<file path="config.mk">
export PLATFORM = sky130hd
export DESIGN_NAME = reset_sequencer
export DESIGN_NICKNAME = d
export VERILOG_FILES = /design/src/rtl/rst_seq_pkg.sv /design/src/rtl/rst_req_filter.sv /design/src/rtl/reset_sequencer.sv
export SDC_FILE = /design/constraint.sdc
export NUM_CORES = 1
export LEC_CHECK = 0
export CAP_MARGIN = 5
export CORE_ASPECT_RATIO = 2
export CORE_MARGIN = 2
export CORE_UTILIZATION = 35
export DETAILED_ROUTE_END_ITERATION = 16
export DONT_BUFFER_PORTS = 1
export PLACE_DENSITY = 0.46
export SYNTH_ARGS = -nofsm -noshare
export SYNTH_HDL_FRONTEND = slang
export SYNTH_SLANG_ARGS = --single-unit
</file>
<file path="constraint.sdc">
create_clock -name clk -period 3 [get_ports clk]
set_clock_uncertainty 0.15 [all_clocks]
set_input_delay 0.15 -clock clk [delete_from_list [all_inputs] [get_ports clk]]
set_output_delay 0.15 -clock clk [all_outputs]
set_load 0.02 [all_outputs]
</file>
<file path="src/rtl/rst_seq_pkg.sv">
`default_nettype none
// ============================================================================
//  Module      : rst_seq_pkg
//  Description : Shared types and constants for the staged reset sequencer.
//  Revision    : 1.0  initial release
// ============================================================================
package rst_seq_pkg;

    typedef enum logic [1:0] {
        HOLD    = 2'd0,
        RELEASE = 2'd1,
        RUN     = 2'd2
    } state_t;

    localparam int c_rst_count_w    = 8;
    localparam int c_req_filter_len = 3;

endpackage : rst_seq_pkg
`default_nettype wire

</file>
<file path="src/rtl/rst_req_filter.sv">
`default_nettype none
// ============================================================================
//  Module      : rst_req_filter
//  Description : Turns the software reset request level into a one-cycle
//                accept pulse. RST_SEQ_REQ_FILTER_EN selects the 3-sample
//                qualifier; otherwise a plain rising-edge detect is used.
//  Revision    : 1.0  initial release
// ============================================================================
module rst_req_filter
    import rst_seq_pkg::*;
(
    input  logic clk,
    input  logic reset,
    input  logic sw_rst_req,
    output logic accept
);

`ifdef RST_SEQ_REQ_FILTER_EN
    logic [c_req_filter_len-1:0] r_hist;

    always_ff @(posedge clk) begin
        if (reset) begin
            r_hist <= '0;
        end else begin
            r_hist <= {r_hist[c_req_filter_len-2:0], sw_rst_req};
        end
    end

    // Accept on the third consecutive high sample only; the oldest sample
    // being low makes a held request fire exactly once.
    assign accept = sw_rst_req & (&r_hist[c_req_filter_len-2:0])
                    & ~r_hist[c_req_filter_len-1];
`else
    logic r_prev;

    always_ff @(posedge clk) begin
        if (reset) begin
            r_prev <= 1'b0;
        end else begin
            r_prev <= sw_rst_req;
        end
    end

    assign accept = sw_rst_req & ~r_prev;
`endif

endmodule : rst_req_filter
`default_nettype wire

</file>
<file path="src/rtl/reset_sequencer.sv">
`default_nettype none
// ============================================================================
//  Module      : reset_sequencer
//  Description : Asserts all reset outputs, holds them HOLD_CYCLES, then
//                releases them in index order every STAGE_GAP cycles.
//                Request qualification depends on RST_SEQ_REQ_FILTER_EN.
//  Revision    : 1.0  initial release
// ============================================================================
module reset_sequencer
    import rst_seq_pkg::*;
#(
    parameter int NUM_OUT     = 4,
    parameter int HOLD_CYCLES = 16,
    parameter int STAGE_GAP   = 4
) (
    input  logic                     clk,
    input  logic                     reset,
    input  logic                     sw_rst_req,
    output logic [NUM_OUT-1:0]       rst_out,
    output logic                     rst_done,
    output logic                     busy,
    output logic [c_rst_count_w-1:0] rst_count
);

    localparam int c_cnt_max = (HOLD_CYCLES > STAGE_GAP) ? HOLD_CYCLES : STAGE_GAP;
    localparam int c_cnt_w   = $clog2(c_cnt_max + 1);
    localparam logic [NUM_OUT-1:0] c_last_bit = NUM_OUT'(1) << (NUM_OUT - 1);

    state_t                   r_state;
    state_t                   w_state_nxt;
    logic [c_cnt_w-1:0]       r_cnt;
    logic [c_cnt_w-1:0]       w_cnt_nxt;
    logic [NUM_OUT-1:0]       r_rst_out;
    logic [NUM_OUT-1:0]       w_rst_out_nxt;
    logic                     r_rst_done;
    logic                     r_busy;
    logic [c_rst_count_w-1:0] r_rst_count;
    logic                     w_accept;
    logic                     w_hold_end;
    logic                     w_gap_end;

    rst_req_filter u_req_filter (
        .clk        (clk),
        .reset      (reset),
        .sw_rst_req (sw_rst_req),
        .accept     (w_accept)
    );

    assign w_hold_end = (r_cnt == c_cnt_w'(HOLD_CYCLES - 1));
    assign w_gap_end  = (r_cnt == c_cnt_w'(STAGE_GAP - 1));

    always_ff @(posedge clk) begin
        if (reset) begin
            r_state <= HOLD;
            r_cnt   <= '0;
        end else begin
            r_state <= w_state_nxt;
            r_cnt   <= w_cnt_nxt;
        end
    end

    always_comb begin
        w_state_nxt = r_state;
        w_cnt_nxt   = r_cnt + 1'b1;
        if (w_accept) begin
            w_state_nxt = HOLD;
            w_cnt_nxt   = '0;
        end else begin
            case (r_state)
                HOLD: begin
                    if (w_hold_end) begin
                        w_cnt_nxt   = '0;
                        w_state_nxt = (NUM_OUT == 1) ? RUN : RELEASE;
                    end
                end
                RELEASE: begin
                    if (w_gap_end) begin
                        w_cnt_nxt = '0;
                        if (r_rst_out == c_last_bit) begin
                            w_state_nxt = RUN;
                        end
                    end
                end
                RUN:     w_cnt_nxt = r_cnt;
                default: begin
                    w_state_nxt = HOLD;
                    w_cnt_nxt   = '0;
                end
            endcase
        end
    end

    // Shifting left drops the lowest still-asserted bit, giving index order.
    always_comb begin
        w_rst_out_nxt = r_rst_out;
        if (w_accept) begin
            w_rst_out_nxt = '1;
        end else if (((r_state == HOLD) && w_hold_end) ||
                     ((r_state == RELEASE) && w_gap_end)) begin
            w_rst_out_nxt = r_rst_out << 1;
        end
    end

    always_ff @(posedge clk) begin
        if (reset) begin
            r_rst_out   <= '1;
            r_rst_done  <= 1'b0;
            r_busy      <= 1'b1;
            r_rst_count <= '0;
        end else begin
            r_rst_out  <= w_rst_out_nxt;
            r_rst_done <= (w_state_nxt == RUN);
            r_busy     <= (w_state_nxt != RUN);
            if (w_accept && (r_rst_count != '1)) begin
                r_rst_count <= r_rst_count + 1'b1;
            end
        end
    end

    assign rst_out   = r_rst_out;
    assign rst_done  = r_rst_done;
    assign busy      = r_busy;
    assign rst_count = r_rst_count;

endmodule : reset_sequencer
`default_nettype wire

</file>
==> impl_metrics.toml, run 1 <==
[clock_network]
postCtsSetupBuffers = 0
tritoncts = "built"
cts_root_buf = "clkbuf_8"
htree_num_levels = 1
numCtsBuffers = 3
hold_buffers = 2
clk_latency_ns = 0.26
clockBufferDepth = 2
cts.repair.resized = 0
cts_num_sinks = 22
path_clk_slew_ns = 0.08

[min_path]
hold_path_class = "in2reg"
holdPathStages = 2
hp-start = "reset"

[yosys]
synth-seq-cells = 22
yosysTopAreaCell = "dfxtp_1"
synth_cells = 106
yosysWarningCount = 0
ys_seq_area_share_pct = 43.6
yosysUniqueCellTypes = 36
synth_top_area_share_pct = 43.6
synth.top_cells.by_area = "dfxtp_1 44%, nor2_1 5.9%, ha_1 5.0%"
syn-num-nets = 113
syn_avg_cell_area_um2 = 9.53
synth_area_mm2 = 0.00101

[worst_setup_path]
cp.arrival_ns = 2.01
cp-start-kind = "flip-flop"
crit_type = "reg2reg"
r2r-end = "rst_out[0]"
timing.critical_path.to = "rst_out[0]"
regToRegSetupSlack_ns = 1.0
rr_worst_depth = 8
reg2reg_from = "r_cnt[0]"
crit_fanout = 4
crit_required_ns = 3.01
endpoint_kind = "flip-flop"
startpoint = "r_cnt[0]"

[finish]
diodes = 0
mostFrequentLayoutCells = "22 x dfxtp_1, 16 x nor2_1, 7 x a21oi_1"
final_common_cell = "dfxtp_1"
utilization_pct = 39.8
layout-drive-gt1-share_pct = 10.3
fin_nets = 116
area_growth_pct = 7.93
fill_cells = 283

[power_and_ir_drop]
seqPwrFrac_pct = 59.9
combPwrFrac_pct = 4.9
internal-power_mw = 0.398
pwr_density_cell_mw_per_mm2 = 468
switching_share_pct = 22.0
max-vdd-ir-drop_v = 0.000274
power.leakage_nw = 0.418
p_clk_share_pct = 35.2
p_sw_mw = 0.112

[floorplanning]
top_level_ports = 17
coreArea_mm2 = 0.00274
die_w_um = 42.0
rows = 27
die-area_mm2 = 0.00336
start_util_pct = 36.9
fp.dieH_um = 80.0

[routing]
drcViolationCount = 0
dr.first_iter.drc_count = 10
drt-pass1-iter-count = 4
via_per_inst = 5.57
drt-total-wl_mm = 2.08
wire_per_inst_um = 15.3
final_antenna_net_count = 0
vias = 757

[timing]
period_share_pct = 66.8
relSlewSlack_pct = 70.4
fmax_mhz = 499
drv_slew = 0
setup_tns_ns = 0
worst_pin_slew_ns = 0.441
setup_violations = 0
fin_crit_ns = 2.00
hold_violations = 0
rsz0062_at_grt = "false"

[global_routing]
grt_max_degree = 14
gr-total-overflow = 0
grt_pass1_vias = 764
grt_pass1_wl_mm = 3.51
grt_usage_pct = 14.0
antenna_found_initial = 0

[place]
place.gp.congestion = 0.761
hpwl_mm = 1.56
port_buffers = 0

[job]
drv_cap = 0

[run_status]
status = "finished clean"
## power by group through the flow
stage | clock network (mW) | logic [mW] | registers (mW)
final | 0.180 | 0.0251 | 0.305
after global routing | 0.200 | 0.0289 | 0.307
after CTS | 0.186 | 0.0257 | 0.305
after detailed placement | 0 | 0.0211 | 0.312
after global placement | 0 | 0.0204 | 0.312
after floorplan | 0 | 0.0195 | 0.311
## layout make-up
type / count / area (µm²) / share of cell area (%)
Timing Repair Buffer: 2 / 20.0 / 1.84
Clock buffer: 3 / 41.3 / 3.79
Tap cell: 29 / 36.3 / 3.33
Inverter: 3 / 11.3 / 1.03
Sequential cell: 22 / 440 / 40.4
Multi-Input combinational cell: 77 / 541 / 49.6
## critical path: stages (launching register included)
cell and delay [ns]:
dfxtp_1 0.37, ha_1 0.23, nand3_1 0.12, inv_1 0.08, ha_1 0.14, nor2b_1 0.20
a21oi_2 0.06, or2_0 0.33, a21o_1 0.22
## logic make-up after synthesis
kind of cell / Yosys count / share of synthesized area (%)
AND/OR/NAND/NOR: 43 / 24.7
XOR/XNOR: 4 / 3.47
multiplexers: 7 / 7.31
adder cells (fa/ha/maj): 4 / 4.96
AO/OA/AOI/OAI: 19 / 13.1
flip-flops: 22 / 43.6
buffers and inverters: 7 / 2.85
## stage by stage
step                      hold WS [ns]  std cells  setup slack, ns  instance area [µm²]  total power, mW
after floorplan                  0.128        106             1.21                 1010            0.331
after global placement          0.0713        131             1.06                 1030            0.333
after detailed placement        0.0742        131             1.01                 1030            0.333
after CTS                        0.107        136            0.991                 1090            0.517
after global routing             0.119        136            0.804                 1090            0.535
final                            0.104        136            0.997                 1090            0.510
## routing by layer
layer	track usage (%)	part of all wire, %	vias to the layer above
met5	0	0	-
met4	10.3	4.1	0
met3	2.71	4.1	8
met2	25.6	56	23
met1	13.2	35	350
li1	-	-	376
## state kept, by name, indices dropped and copies added, names as in the netlist
name and count:
r_cnt 5, busy 1, u_req_filter.r_prev 1, rst_out 4, rst_count 8, r_state 2
rst_done 1
## synthesized netlist by cell type
cell type and n:
or2_0 1, and4b_1 1, nor4_1 1, and2b_1 1, o211ai_1 2, dfxtp_1 22, nand3b_1 1, xor2_1 3
nand3_1 4, a2111oi_2 1, a21oi_2 1, clkbuf_1 2, mux2_2 3, nand4_1 1, nor4b_4 1, a21oi_1 7
nand2b_1 1, or2_2 1, o21ai_1 1, inv_1 3, or3_1 2, o31ai_1 1, nor3b_2 1, nor3_1 1
and3_1 2, xnor2_1 1, buf_2 2, o21ai_0 1, nand2_1 2, or4_1 1, mux2i_1 4, nor2_1 16
a22o_1 3, nor2b_1 5, ha_1 4, a21o_1 2
## how the worst min path moves through the flow
| stage | to | slack [ns] |
|---|---|---|
| 2_1_floorplan | u_req_filter.r_prev | 0.13 |
| 4_1_cts | r_state[0] | 0.11 |
| 3_5_place_dp | rst_count[2] | 0.07 |
| 3_3_place_gp | rst_count[6] | 0.07 |
| 5_1_grt | r_state[0] | 0.12 |
| 6_report | r_state[1] | 0.10 |
No activity file was read; power rests on OpenSTA's default activity.
==> run 2, diff against run 1 <==
--- a/config.mk
+++ b/config.mk
@@ -11,7 +11,7 @@
 export CORE_UTILIZATION = 35
 export DETAILED_ROUTE_END_ITERATION = 16
 export DONT_BUFFER_PORTS = 1
-export PLACE_DENSITY = 0.46
+export PLACE_DENSITY = 0.48
 export SYNTH_ARGS = -nofsm -noshare
 export SYNTH_HDL_FRONTEND = slang
 export SYNTH_SLANG_ARGS = --single-unit
==> constraint.sdc (replaced) <==
create_clock -name clk -period 1.75 [get_ports clk]
set_clock_uncertainty 0.15 [all_clocks]
set_input_delay 0.0875 -clock clk [delete_from_list [all_inputs] [get_ports clk]]
set_output_delay 0.0875 -clock clk [all_outputs]
set_load 0.02 [all_outputs]
==> impl_metrics.toml, run 2 (synthesized netlist as in run 1, its figures left out) <==
[worst_setup_path]
crit_chain = "ha_4, nand3_2, inv_2, ha_4, nor2b_4, a21oi_4, nor3b_4, mux2_4"
crit_required_ns = 1.75
crit_fanout = 4
critical-path-top-delay-family = "simple AND/OR/NAND/NOR gates"
cp.depth = 8
r2r-end = "r_cnt[0]"
endpoint_kind = "flip-flop"
reg2reg_from = "r_cnt[0]"
regToRegSetupSlack_ns = 0.002
crit_type = "reg2reg"
rr_worst_depth = 8
cp-start-kind = "flip-flop"
max_stage_delay_ns = 0.36
crit_buf_inv = 1
path_common_cell = "ha_4"
slowest_stage = "dfxtp_2"
timing.critical_path.to = "r_cnt[0]"
cp.arrival_ns = 1.75
startpoint = "r_cnt[0]"

[finish]
final_common_cell = "buf_4"
largest_reg_flops = 8
mostFrequentLayoutCells = "22 x buf_4, 20 x dfxtp_1, 16 x nor2_1"
fin_nets = 139
area_growth_pct = 32.7
fill_cells = 281
layout-drive-gt1-share_pct = 32.8
stdcell_area_mm2 = 0.00134
diodes = 0
instances_no_fill = 160

[routing]
drt-total-wl_mm = 2.30
vias = 844
drt-pass1-iter-count = 4
final_antenna_net_count = 0
dr.first_iter.drc_count = 6
wire_per_inst_um = 14.4
drcViolationCount = 0
via_per_inst = 5.28

[timing]
hold_violations = 0
fin_crit_ns = 1.75
drv_slew = 0
fmax_mhz = 572
setup_violations = 0
rsz0062_at_grt = "true"
worst_slack_ns = 0.00163
period_share_pct = 99.9
timing.hold.ws_ns = 0.0229
worst_pin_slew_ns = 0.411
relSlewSlack_pct = 72.6

[global_routing]
grt_max_degree = 13
antenna_found_initial = 0
grt_util_met1_pct = 11.8
grt_pass1_wl_mm = 3.88
gr-total-overflow = 0
grt_usage_pct = 15.0
grtUsageMet2_pct = 31.9
grt-busiest-layer = "met2"
grt_pass1_vias = 909
grt_util_met3_pct = 3.39

[floorplanning]
top_level_ports = 17
fp.dieH_um = 80.0
die_w_um = 42.0
coreArea_mm2 = 0.00274
start_util_pct = 36.9
rows = 27
die-area_mm2 = 0.00336

[place]
place.gp.congestion = 0.716
dp_slack_ns = -0.0618
port_buffers = 0
dpl_cell_area_mm2 = 0.00120
hpwl_mm = 1.70
place_inst = 152

[power_and_ir_drop]
pwr_density_cell_mw_per_mm2 = 714
power_mw = 0.957
power.leakage_nw = 0.548
max-vdd-ir-drop_v = 0.000421

[min_path]
hold_path_class = "in2reg"

[job]
drv_cap = 0

[clock_network]
cts_root_buf = "clkbuf_8"
path_clk_slew_ns = 0.08
numCtsBuffers = 3
tritoncts = "built"
cts_num_sinks = 22
clockBufferDepth = 2
htree_num_levels = 1
clk_latency_ns = 0.26

[run_status]
status = "finished clean"
-- run 2: changes by cell type in the layout (fill, tap and decap cells not counted), sizes merged --
cell / before / now
buf: 0 / 23
clkbuf: 3 / 4
-- run 2: worst min path at each step --
stage / end / startpoint / cells past startpoint / slack, ns
final: r_cnt[4] / reset / 2 / 0.02
after floorplan: u_req_filter.r_prev / sw_rst_req / 1 / 0.07
after detailed placement: rst_count[2] / reset / 1 / 0.01
after global placement: rst_count[2] / reset / 1 / 0.01
after CTS: r_cnt[4] / reset / 2 / 0.01
after global routing: r_cnt[4] / reset / 2 / 0.03
-- run 2: cell type report --
cell class	instances	area, µm²	area share [%]
repair buffers	25	196	14.7
multi-input cells	77	598	44.6
inverters	3	11.3	0.840
clock buffers	4	55.1	4.11
flip-flops and latches	22	443	33.1
well taps	29	36.3	2.71
-- run 2: per-stage QoR --
stage	util [%]	TNS (ns)
2_1_floorplan	-	0
3_3_place_gp	43.8	-0.0728
3_5_place_dp	43.8	-0.339
4_1_cts	47.5	0
5_1_grt	49.0	-0.507
6_report	49.0	0
-- run 2: report_power, final --
part / leakage (nW) / total (mW) / switching [mW] / internal (mW)
clock: 0.0288 / 0.366 / 0.165 / 0.200
sequential: 0.179 / 0.517 / 0.00694 / 0.510
combinational: 0.340 / 0.0740 / 0.0377 / 0.0363
-- run 2: per-layer routing --
metal | up-vias | part of all wire, %
met3 | 2 | 3.5
li1 | 420 | -
met2 | 10 | 63
met1 | 412 | 33
met5 | - | 0
met4 | 0 | 1.2
-- run 2: timing repair --
action | 4_1_cts | 5_1_grt
resized for setup | 6 | 5
cloned | 0 | 0
hold endpoints to repair | 9 | 0
setup buffers | 0 | 2
pin swaps | 1 | 4
hold buffers | 2 | 0
endpoints found under the setup margin | 8 | 10
==> run 3, diff against run 2 <==
--- a/config.mk
+++ b/config.mk
@@ -7,11 +7,13 @@
 export LEC_CHECK = 0
 export CAP_MARGIN = 5
 export CORE_ASPECT_RATIO = 2
-export CORE_MARGIN = 2
+export CORE_MARGIN = 3
 export CORE_UTILIZATION = 35
+export CTS_CLUSTER_DIAMETER = 30
 export DETAILED_ROUTE_END_ITERATION = 16
 export DONT_BUFFER_PORTS = 1
 export PLACE_DENSITY = 0.48
 export SYNTH_ARGS = -nofsm -noshare
 export SYNTH_HDL_FRONTEND = slang
+export SYNTH_HIERARCHICAL = 1
 export SYNTH_SLANG_ARGS = --single-unit
==> impl_metrics.toml, run 3 <==
[floorplanning]
rows = 28
coreArea_mm2 = 0.00301
fp.dieH_um = 85.6
top_level_ports = 17
die-area_mm2 = 0.00392
die_w_um = 45.8
start_util_pct = 36.8

[routing]
drcViolationCount = 0
drt-pass1-iter-count = 4
dr.first_iter.drc_count = 17
vias = 937
via_per_inst = 5.58
drt-total-wl_mm = 2.56
wire_per_inst_um = 15.2
final_antenna_net_count = 0

[finish]
utilization_pct = 46.6
final_common_cell = "dfxtp_1"
area_growth_pct = 26.5
fill_cells = 303
stdcell_area_mm2 = 0.00140
fin_nets = 146
largest_reg_flops = 8
layout-drive-gt1-share_pct = 29.7
diodes = 0
ff_latch_area_um2 = 443
mostFrequentLayoutCells = "20 x dfxtp_1, 19 x buf_4, 8 x nor2_1"
multi_input_area_um2 = 666

[yosys]
ys_seq_area_share_pct = 39.7
syn_avg_cell_area_um2 = 9.47
yosysTopAreaCell = "dfxtp_1"
yosysUniqueCellTypes = 38
synth-seq-cells = 22
synth_edf_count = 0
synth.top_cells.by_area = "dfxtp_1 40%, ha_1 4.5%, mux2i_1 4.5%"
syn-num-nets = 124
async_reset_ff_share_pct = 0
synth_ff_type = "dfxtp_1"
synthTopCellsByCount = "22 x dfxtp_1, 8 x nor2_1, 7 x a21oi_1, 7 x nand2b_1, 6 x inv_1"
synth_area_mm2 = 0.00111
yosysMostFrequentCell = "dfxtp_1"
synth_cells = 117
synth_top_area_share_pct = 39.7
yosysWarningCount = 6

[worst_setup_path]
slowest_stage = "a2111o_1"
crit_fanout = 5
cp.arrival_ns = 1.77
crit_required_ns = 1.79
max_stage_delay_ns = 0.41
crit_type = "reg2reg"
cp-start-kind = "flip-flop"
crit_chain = "ha_4, nand3_2, inv_2, ha_2, nor2b_4, a2111o_1, a21oi_2"
endpoint_kind = "flip-flop"

[global_routing]
grt_util_met3_pct = 2.73
grt_pass1_vias = 996
grt_usage_pct = 14.6
grt_util_met1_pct = 14.2
antenna_found_initial = 0
grt_max_degree = 15
grtUsageMet2_pct = 26.9
grt-busiest-layer = "met2"
grt_pass1_wl_mm = 4.33
gr-total-overflow = 0

[timing]
fin_crit_ns = 1.72
timing.hold.ws_ns = 0.00405
relSlewSlack_pct = 64.5
hold_violations = 0
rsz0062_at_grt = "true"
period_share_pct = 98.3
fmax_mhz = 581
worst_pin_slew_ns = 0.531
setup_violations = 0
drv_slew = 0

[power_and_ir_drop]
max-vdd-ir-drop_v = 0.000585
power_mw = 1.08
pwr_density_cell_mw_per_mm2 = 767
power.leakage_nw = 0.518

[min_path]
hold_path_class = "in2reg"

[place]
port_buffers = 0
dpl_cell_area_mm2 = 0.00126
hpwl_mm = 1.92
place.gp.congestion = 0.774

[job]
drv_cap = 0

[clock_network]
numCtsBuffers = 3
clk_latency_ns = 0.26
cts_root_buf = "clkbuf_8"
clockBufferDepth = 2
path_clk_slew_ns = 0.09
htree_num_levels = 1
tritoncts = "built"
cts_num_sinks = 22

[run_status]
status = "finished clean"
-- run 3: cell types whose count changed after synthesis, sizes merged, moves of 3 or more --
cell and delta:
a22o -3, xor2 -3, o21ai +4, nand2b +6
nor2 -8, inv +3
-- run 3: worst max-delay path: cells and delay by family, from the launching register on --
| family | cells | cell delay, ns |
|---|---|---|
| DFF | 1 | 0.35 |
| AOI/OAI and AO/OA | 2 | 0.54 |
| buffers and inverters | 1 | 0.04 |
| and+or+nand+nor | 2 | 0.22 |
| adders and majority gates | 2 | 0.35 |
-- run 3: area by class of cell --
type	instances	area share, %
multi-input combinational	85	47.5
sequential	22	31.6
timing repair buffer	21	11.6
clock buffer	3	2.94
tap	30	2.68
clock inverter	1	2.14
inverter	6	1.61
-- run 3: metal layers --
metal	routed length [µm]	up-vias	share of wire, %
met5	0	-	0
met4	40	0	1.6
met3	105	4	4.1
met2	1550	19	61
met1	862	442	34
li1	-	472	-
-- run 3: power by group --
group          internal [mW]  switching [mW]
logic                 0.0407          0.0414
registers              0.510         0.00698
clock network          0.305           0.171
total                  0.856           0.219
-- run 3: final timing paths --
path / slack, ns / depth (start not counted) / from / to
max: 0.03 / 7 / r_cnt[1] / r_cnt[1]
min: 0.004 / 3 / sw_rst_req / rst_count[2]
max reg2reg: 0.03 / 7 / r_cnt[1] / r_cnt[1]
min reg2reg: 0.46 / 3 / r_cnt[0] / r_cnt[0]
-- run 3: through the flow --
step           setup TNS [ns]  std cells  setup slack [ns]
4_1_cts                     0        167           0.00191
6_report                    0        168            0.0294
2_1_floorplan               0        117            0.0115
3_3_place_gp          -0.0964        161           -0.0532
5_1_grt                -0.125        168           -0.0543
3_5_place_dp           -0.313        161            -0.119
-- run 3: cells by family (layout without fill, tap and decap cells) --
group           after synthesis  in the layout  share of synthesized area (%)
compound gates               27             27                           18.1
xor+xnor                      1              1                          0.790
simple gates                 46             46                           26.6
mux                           7              7                           6.55
buf+inv                      10             31                           3.72
flops                        22             22                           39.7
fa+ha+maj                     4              4                           4.51
-- run 3: repair_timing --
item | in CTS | in global routing
endpoints found under the setup margin | 4 | 9
pin swaps | 1 | 4
buffers inserted | 0 | 1
resized for setup | 6 | 7
endpoints found under the hold margin | 13 | 0
hold buffers | 2 | 0
